$ cat config.mk
export PLATFORM = sky130hd
export DESIGN_NAME = pc_fetch_unit
export DESIGN_NICKNAME = d
export VERILOG_FILES = /design/src/rtl/pc_fetch_unit.sv
export SDC_FILE = /design/constraint.sdc
export NUM_CORES = 1
export LEC_CHECK = 0
export CAP_MARGIN = 20
export CORE_UTILIZATION = 39
export CTS_CLUSTER_DIAMETER = 30
export CTS_CLUSTER_SIZE = 16
export DETAILED_ROUTE_END_ITERATION = 10
export PLACE_DENSITY = 0.87
export SYNTH_ARGS = -nofsm -noshare
export SYNTH_HDL_FRONTEND = slang
export SYNTH_SLANG_ARGS = --single-unit
$ cat constraint.sdc
create_clock -name clk -period 2.4 [get_ports clk]
set_input_delay 0.24 -clock clk [delete_from_list [all_inputs] [get_ports clk]]
set_output_delay 0.24 -clock clk [all_outputs]
set_load 0.01 [all_outputs]
$ cat src/rtl/pc_fetch_unit.sv
// Program counter and instruction-fetch sequencer for the RV32I core.
// Fetches over a req/ack port, holds the word for decode, and advances on pc_load.
module pc_fetch_unit #(
    parameter logic [31:0] RESET_PC       = 32'h0000_0000,
    parameter int          TIMEOUT_CYCLES = 255
) (
    input  logic        clk,
    input  logic        reset,
    input  logic        pc_alu_sel,
    input  logic [31:0] alu_out,
    input  logic        pc_load,
    input  logic        imem_ack,
    input  logic [31:0] imem_rdata,
    output logic        imem_req,
    output logic [31:0] imem_addr,
    output logic [31:0] pc,
    output logic [31:0] pc_plus4,
    output logic [31:0] insn,
    output logic        insn_valid,
    output logic        misalign_err,
    output logic        fetch_err
);

    localparam logic [31:0] NOP      = 32'h0000_0013;
    localparam logic [7:0]  TMO_LAST = 8'(TIMEOUT_CYCLES - 1);

    typedef enum logic [1:0] {
        S_FETCH = 2'd0,
        S_VALID = 2'd1,
        S_HALT  = 2'd2
    } state_t;

    state_t      state, state_nxt;
    logic [31:0] pc_r, pc_nxt;
    logic [31:0] insn_r, insn_nxt;
    logic [31:0] target;
    logic [7:0]  tmo_cnt, tmo_nxt;
    logic        mis_r, mis_nxt;
    logic        ferr_r, ferr_nxt;

    always_ff @(posedge clk or posedge reset) begin
        if (reset) begin
            state   <= S_FETCH;
            pc_r    <= RESET_PC;
            insn_r  <= NOP;
            tmo_cnt <= 8'd0;
            mis_r   <= 1'b0;
            ferr_r  <= 1'b0;
        end else begin
            state   <= state_nxt;
            pc_r    <= pc_nxt;
            insn_r  <= insn_nxt;
            tmo_cnt <= tmo_nxt;
            mis_r   <= mis_nxt;
            ferr_r  <= ferr_nxt;
        end
    end

    assign pc_plus4 = pc_r + 32'd4;
    assign target   = pc_alu_sel ? alu_out : pc_plus4;

    always_comb begin
        state_nxt = state;
        pc_nxt    = pc_r;
        insn_nxt  = insn_r;
        tmo_nxt   = tmo_cnt;
        mis_nxt   = mis_r;
        ferr_nxt  = ferr_r;
        case (state)
            S_FETCH: begin
                if (imem_ack) begin
                    insn_nxt  = imem_rdata;
                    tmo_nxt   = 8'd0;
                    state_nxt = S_VALID;
                end else begin
                    tmo_nxt = tmo_cnt + 8'd1;
                    // this cycle is the TIMEOUT_CYCLES-th one without an ack
                    if (tmo_cnt == TMO_LAST) begin
                        ferr_nxt  = 1'b1;
                        state_nxt = S_HALT;
                    end
                end
            end
            S_VALID: begin
                if (pc_load) begin
                    if (target[1:0] == 2'b00) begin
                        pc_nxt    = target;
                        state_nxt = S_FETCH;
                    end else begin
                        mis_nxt   = 1'b1;
                        state_nxt = S_HALT;
                    end
                end
            end
            default: ;
        endcase
    end

    // state already reads FETCH while reset is held, so gate the request off
    assign imem_req     = (state == S_FETCH) && !reset;
    assign imem_addr    = pc_r;
    assign pc           = pc_r;
    assign insn         = insn_r;
    assign insn_valid   = (state == S_VALID);
    assign misalign_err = mis_r;
    assign fetch_err    = ferr_r;

endmodule

==> flow_metrics.tcl, run 1 <==
set metrics [dict create \
    maxCapViolations 0 \
    r2r_slack_ns 0.27 \
    cp_max_fo 2 \
    synth_top_family_by_area "simple AND/OR/NAND/NOR gates" \
    post-route-period-util 1.08 \
    critPathLaunchType "flop" \
    fmax_ghz 0.384 \
    synthMuxAreaShare 0.119 \
    synth_fa_ha_area_frac 0.00823 \
    power.leakage_nw 3.19 \
    p_int_mw 4.68 \
    dp_slack_ns -0.298 \
    areaGrowthSynthToFinish_pct 61.6 \
    drc 0 \
    outcome "finished, violations left" \
    initialDrtViolationCount 362 \
    clk_latency_ns 0.32 \
    clockRootBuffer "clkbuf_16" \
    port_buffers 200 \
    worstPathRequired_ns 2.16 \
    synth.yosys.warnings 0 \
    powerDensity_mw_per_mm2 950 \
    ys.flop_type "dfrtp_1" \
    htreeDepth 3 \
    fin_cells 840 \
    dp.cells 804 \
    p_seq_frac 0.296 \
    antenna_found_initial 0 \
    fin_crit_ns 2.60 \
    finalSetupTns_ns -0.260 \
    place.gp.congestion 0.917 \
    synthXorXnorAreaFrac 0.0538 \
    n_fill_cell 895 \
    clock_path_buffers 2 \
    ys_seq_area_frac 0.418 \
    slew_headroom 0.557 \
    yosys.area_share.simple 0.177 \
    track_usage 0.220 \
    diodes 0 \
    post_dp_cell_area_mm2 0.00683 \
    synth_compound_area_frac 0.127 \
    worstMarginPinSlew_ns 0.663 \
    ys_types 52 \
    synthesis.nets 544 \
    grt_overflow_total 0 \
    crit_type "reg2out" \
    hp-class "in2async" \
    p_clk_frac 0.200 \
    rsz0062_at_grt "true" \
    synth_edf_count 0 \
    hold_viol 0 \
    rows 39 \
    synth.avg_cell_area_um2 9.66 \
    vias 4612 \
    grt_pass1_wl_um 20800 \
    die_h_um 110 \
    cp-end-kind "output pin" \
    wl_um 14600 \
    syn-cell-area_mm2 0.00456 \
    hpwl_um 10100 \
    initial_core_util 0.400 \
    rr_worst_depth 8 \
    whs_ns 0.347 \
    async_reset_ff_frac 1.00 \
    arrival_ns 2.36 \
    comb_power_share 0.504 \
    grt_max_degree 62 \
    r2r-start "imem_addr[9]" \
    core_area_mm2 0.0114 \
    finalWorstSetupSlack_ns -0.202 \
    cts_buffers 9 \
    p_sw_mw 2.33 \
    grt_pass1_vias 4296 \
    switching_share 0.332 \
    reg2reg_to "imem_addr[19]" \
    cts_tree "yes" \
    drive_gt1_frac 0.254 \
    num_io_pins 201 \
    ys_ff_latch 76 \
    first_pass_iters 5 \
    vias_per_cell 5.49 \
    ant_nets 0 \
    final_nets 764 \
    cts_sinks 76 \
    maxSlewViolCount 0 \
    cts_hold_buf 0 \
    syn_inst 472 \
    wl_per_cell_um 17.4 \
    die_w_um 110 \
    finish.instance_area_mm2 0.00737 \
    cts.clk_slew.worst_paths_ns 0.07 \
    dieArea_mm2 0.0121 \
    failed_checks "negative setup slack" \
    clock_skew_ns 0.0157 \
    setup_viol 3 \
    vdd_drop_max_mv 0.620 \
]
==> synth_stat cells (2+ instances only) <==
cell type	instances	area [um^2]
a21oi_1	5	25.0
nand4_1	14	87.6
or3_1	2	12.5
xor2_1	10	87.6
o21ai_0	22	110
buf_4	34	255
nor3_1	12	60.1
ha_1	3	37.5
o211ai_1	7	52.6
o31ai_1	5	37.5
dfrtp_1	73	1830
nor4_2	2	25.0
a31oi_1	7	43.8
o21a_1	6	45.0
nor4_1	14	87.6
inv_1	17	63.8
clkbuf_1	20	75.1
o2bb2ai_1	5	43.8
nand3_1	25	125
a211o_1	4	35.0
nor2_1	21	78.8
mux2_2	41	462
o22a_1	4	35.0
nand3b_1	2	15.0
or2_2	3	18.8
a22oi_1	3	22.5
a311o_1	5	50.1
xnor2_1	18	158
o311ai_0	3	26.3
nand2_1	37	139
buf_2	10	50.1
nor2b_1	2	12.5
dfstp_2	3	78.8
and3_1	4	25.0
and2_1	5	31.3
mux2i_1	8	80.1
==> state kept, by name (all words and copies together) (netlist names) <==
| signal | count |
|---|---|
| insn | 32 |
| imem_addr | 32 |
| fetch_err | 1 |
| state | 2 |
| tmo_cnt | 8 |
| misalign_err | 1 |
==> per-stage QoR <==
| stage | power [mW] | util |
|---|---|---|
| floorplan | 3.60 | - |
| global placement | 5.36 | 0.598 |
| detailed placement | 5.45 | 0.598 |
| CTS | 6.86 | 0.631 |
| global route | 7.38 | 0.646 |
| finish | 7.00 | 0.646 |
==> cell type report <==
class | count | area (um^2) | area share
Timing Repair Buffer | 274 | 2540 | 0.344
Multi-Input combinational cell | 314 | 2370 | 0.321
Sequential cell | 76 | 1910 | 0.259
Clock buffer | 13 | 270 | 0.0367
Tap cell | 143 | 179 | 0.0243
Inverter | 17 | 65.1 | 0.00882
Clock inverter | 3 | 45.0 | 0.00611
==> power groups by stage <==
stage | logic, mW | clock network (mW) | registers, mW
floorplan | 1.27 | 0 | 2.33
global placement | 3.33 | 0 | 2.03
detailed placement | 3.37 | 0 | 2.07
CTS | 3.38 | 1.42 | 2.06
global route | 3.76 | 1.48 | 2.13
finish | 3.53 | 1.40 | 2.07
==> logic make-up after synthesis <==
logic type / count (synthesis)
simple gates: 152
compound gates: 82
buf+inv: 82
flops: 76
mux: 49
xor+xnor: 28
fa+ha+maj: 3
==> placed cells by master (no fill, tap or decap), types with 6 or more instances in the layout <==
| cell type | Yosys | routed |
|---|---|---|
| o211ai_1 | 7 | 7 |
| mux2_2 | 41 | 41 |
| nand4_1 | 14 | 14 |
| clkbuf_2 | 0 | 10 |
| nand3_1 | 25 | 23 |
| clkbuf_16 | 0 | 9 |
| o21a_1 | 6 | 6 |
| inv_1 | 17 | 16 |
| nor2_1 | 21 | 20 |
| o21ai_0 | 22 | 22 |
| clkdlybuf4s50_1 | 0 | 177 |
| buf_6 | 0 | 7 |
| a31oi_1 | 7 | 7 |
| nor3_1 | 12 | 8 |
| buf_4 | 34 | 65 |
| mux2i_1 | 8 | 8 |
| dfrtp_1 | 73 | 71 |
| nand2_1 | 37 | 37 |
| xnor2_1 | 18 | 16 |
| xor2_1 | 10 | 10 |
| nor4_1 | 14 | 10 |
==> critical path, cell delays in order, from the launching register on <==
cell     delay, ns
dfrtp_2       0.40
ha_4          0.16
nand3_4       0.06
or4_4         0.54
or4_4         0.59
xnor2_4       0.14
buf_2         0.14
==> timing repair <==
action,4_1_cts,5_1_grt
endpoints found under the setup margin,22,20
gates cloned,0,1
setup buffers,3,16
resized for setup,35,49
hold endpoints to repair,0,0
pin swaps,3,13
==> worst max path at each step <==
| stage | startpoint | end | depth (start not counted) |
|---|---|---|---|
| floorplan | imem_addr[5] | pc_plus4[30] | 6 |
| global placement | imem_addr[2] | pc_plus4[30] | 6 |
| detailed placement | imem_addr[2] | pc_plus4[30] | 6 |
| CTS | imem_addr[2] | pc_plus4[30] | 6 |
| global route | imem_addr[3] | pc_plus4[30] | 6 |
| finish | imem_addr[3] | pc_plus4[30] | 6 |
==> per-layer routing <==
layer | GRT usage | part of all wire
met1 | 0.278 | 0.40
met2 | 0.388 | 0.50
met3 | 0.0406 | 0.078
met4 | 0.0536 | 0.018
met5 | 0 | 0
Power figures use the tool's default switching activity.
==> inputs of run 2 (changes only) <==
--- a/config.mk
+++ b/config.mk
@@ -6,11 +6,11 @@
 export NUM_CORES = 1
 export LEC_CHECK = 0
 export CAP_MARGIN = 20
-export CORE_UTILIZATION = 39
+export CORE_UTILIZATION = 35
 export CTS_CLUSTER_DIAMETER = 30
 export CTS_CLUSTER_SIZE = 16
 export DETAILED_ROUTE_END_ITERATION = 10
-export PLACE_DENSITY = 0.87
+export PLACE_DENSITY = 0.8
 export SYNTH_ARGS = -nofsm -noshare
 export SYNTH_HDL_FRONTEND = slang
 export SYNTH_SLANG_ARGS = --single-unit
==> flow_metrics.tcl, run 2 (synthesis gave the netlist of run 1 again) <==
set metrics [dict create \
    maxSlewViolCount 0 \
    track_usage 0.208 \
    cts_sinks 76 \
    arrival_ns 2.18 \
    hp-class "in2async" \
    p_sw_mw 2.27 \
    antenna_found_initial 0 \
    cts_tree "yes" \
    final_common_cell "clkdlybuf4s50_1" \
    reg2reg_to "imem_addr[28]" \
    clock_skew_ns 0.00872 \
    port_buffers 200 \
    powerDensity_mw_per_mm2 929 \
    r2r_slack_ns 0.21 \
    vias 4497 \
    rsz0062_at_grt "true" \
    finalWorstSetupSlack_ns -0.0226 \
    switching_share 0.335 \
    n_fill_cell 1105 \
    p_int_mw 4.51 \
    cp_max_fo 2 \
    core_area_mm2 0.0127 \
    utilization 0.576 \
    failed_checks "negative setup slack" \
    maxCapViolations 0 \
    comb_power_share 0.500 \
    fin_crit_ns 2.42 \
    wl_per_cell_um 16.6 \
    grt_overflow_total 0 \
    hpwl_um 10200 \
    grt_max_degree 61 \
    initial_core_util 0.360 \
    die_h_um 116 \
    dieArea_mm2 0.0135 \
    vdd_drop_max_mv 0.597 \
    cts.clk_slew.worst_paths_ns 0.06 \
    htreeDepth 3 \
    crit_type "reg2out" \
    grt_pass1_wl_um 21600 \
    post-route-period-util 1.01 \
    rows 41 \
    cts_hold_buf 0 \
    die_w_um 116 \
    grt_pass1_vias 4355 \
    power.leakage_nw 3.13 \
    r2r-start "imem_addr[6]" \
    initialDrtViolationCount 303 \
    clock_path_buffers 2 \
    setup_viol 1 \
    worstPathRequired_ns 2.16 \
    layout_common_cells "clkdlybuf4s50_1 (177), dfrtp_1 (71), buf_4 (53)" \
    diodes 0 \
    clockRootBuffer "clkbuf_16" \
    ant_nets 0 \
    place.gp.congestion 0.889 \
    p_clk_frac 0.197 \
    drive_gt1_frac 0.239 \
    rr_worst_depth 9 \
    p_seq_frac 0.304 \
    drc 0 \
    critPathLaunchType "flop" \
    cts_buffers 9 \
    wl_um 14200 \
    fmax_ghz 0.413 \
    hold_viol 0 \
    outcome "finished, violations left" \
    areaGrowthSynthToFinish_pct 59.9 \
    worstMarginPinSlew_ns 0.802 \
    cp-end-kind "output pin" \
    first_pass_iters 5 \
    p_total_mw 6.77 \
    final_nets 750 \
    num_io_pins 201 \
    clk_latency_ns 0.33 \
    vias_per_cell 5.26 \
    slew_headroom 0.464 \
]
run 2: worst max path at each step:
stage,startpoint,end,slack (ns),cells past startpoint
2_1_floorplan,imem_addr[5],pc_plus4[30],0.02,6
3_3_place_gp,imem_addr[2],pc_plus4[30],-0.30,6
3_5_place_dp,imem_addr[2],pc_plus4[30],-0.32,6
4_1_cts,imem_addr[6],pc_plus4[30],-0.18,5
5_1_grt,imem_addr[9],pc_plus4[29],-0.07,8
6_report,imem_addr[6],pc_plus4[30],-0.02,5
run 2: stage by stage:
step	setup TNS [ns]	instance area, um^2	hold WS [ns]	setup slack, ns	cells
after global placement	-0.299	6840	0.450	-0.299	827
after detailed placement	-0.318	6840	0.452	-0.318	827
after global routing	-0.168	7290	0.331	-0.0733	855
final	-0.0226	7290	0.303	-0.0226	855
after CTS	-0.176	7250	0.309	-0.176	850
after floorplan	0	4600	0.392	0.0222	472
run 2: cell type report:
class	count	area [um^2]	share of cell area
inverter	17	65.1	0.00892
sequential	76	1910	0.262
multi-input combinational	314	2370	0.326
timing repair buffer	260	2430	0.334
clock buffer	11	243	0.0333
tap	172	215	0.0295
clock inverter	5	52.6	0.00721
run 2: critical path, stage by stage (launching register included):
cell	delay, ns
dfrtp_1	0.39
nand4_4	0.12
or4_4	0.58
or4_4	0.48
xnor2_4	0.14
buf_2	0.14
run 2: per-layer routing:
layer | GRT usage | up-vias | share of wire
met2 | 0.352 | 221 | 0.48
met5 | 0 | - | 0
met4 | 0.0880 | 0 | 0.027
met3 | 0.0483 | 32 | 0.085
met1 | 0.255 | 2157 | 0.41
li1 | - | 2087 | -
run 2: power groups by stage:
stage | Clock [mW] | Combinational (mW) | Sequential (mW)
2_1_floorplan | 0 | 1.27 | 2.33
3_3_place_gp | 0 | 3.31 | 2.04
3_5_place_dp | 0 | 3.37 | 2.07
4_1_cts | 1.37 | 3.40 | 2.06
5_1_grt | 1.41 | 3.64 | 2.12
6_report | 1.33 | 3.38 | 2.06
run 2: repair_timing:
action,in CTS,in global routing
endpoints found under the hold margin,0,0
pin swaps,5,3
resized for setup,37,41
setup endpoints to repair,21,17
setup buffers,7,4
gates cloned,0,1
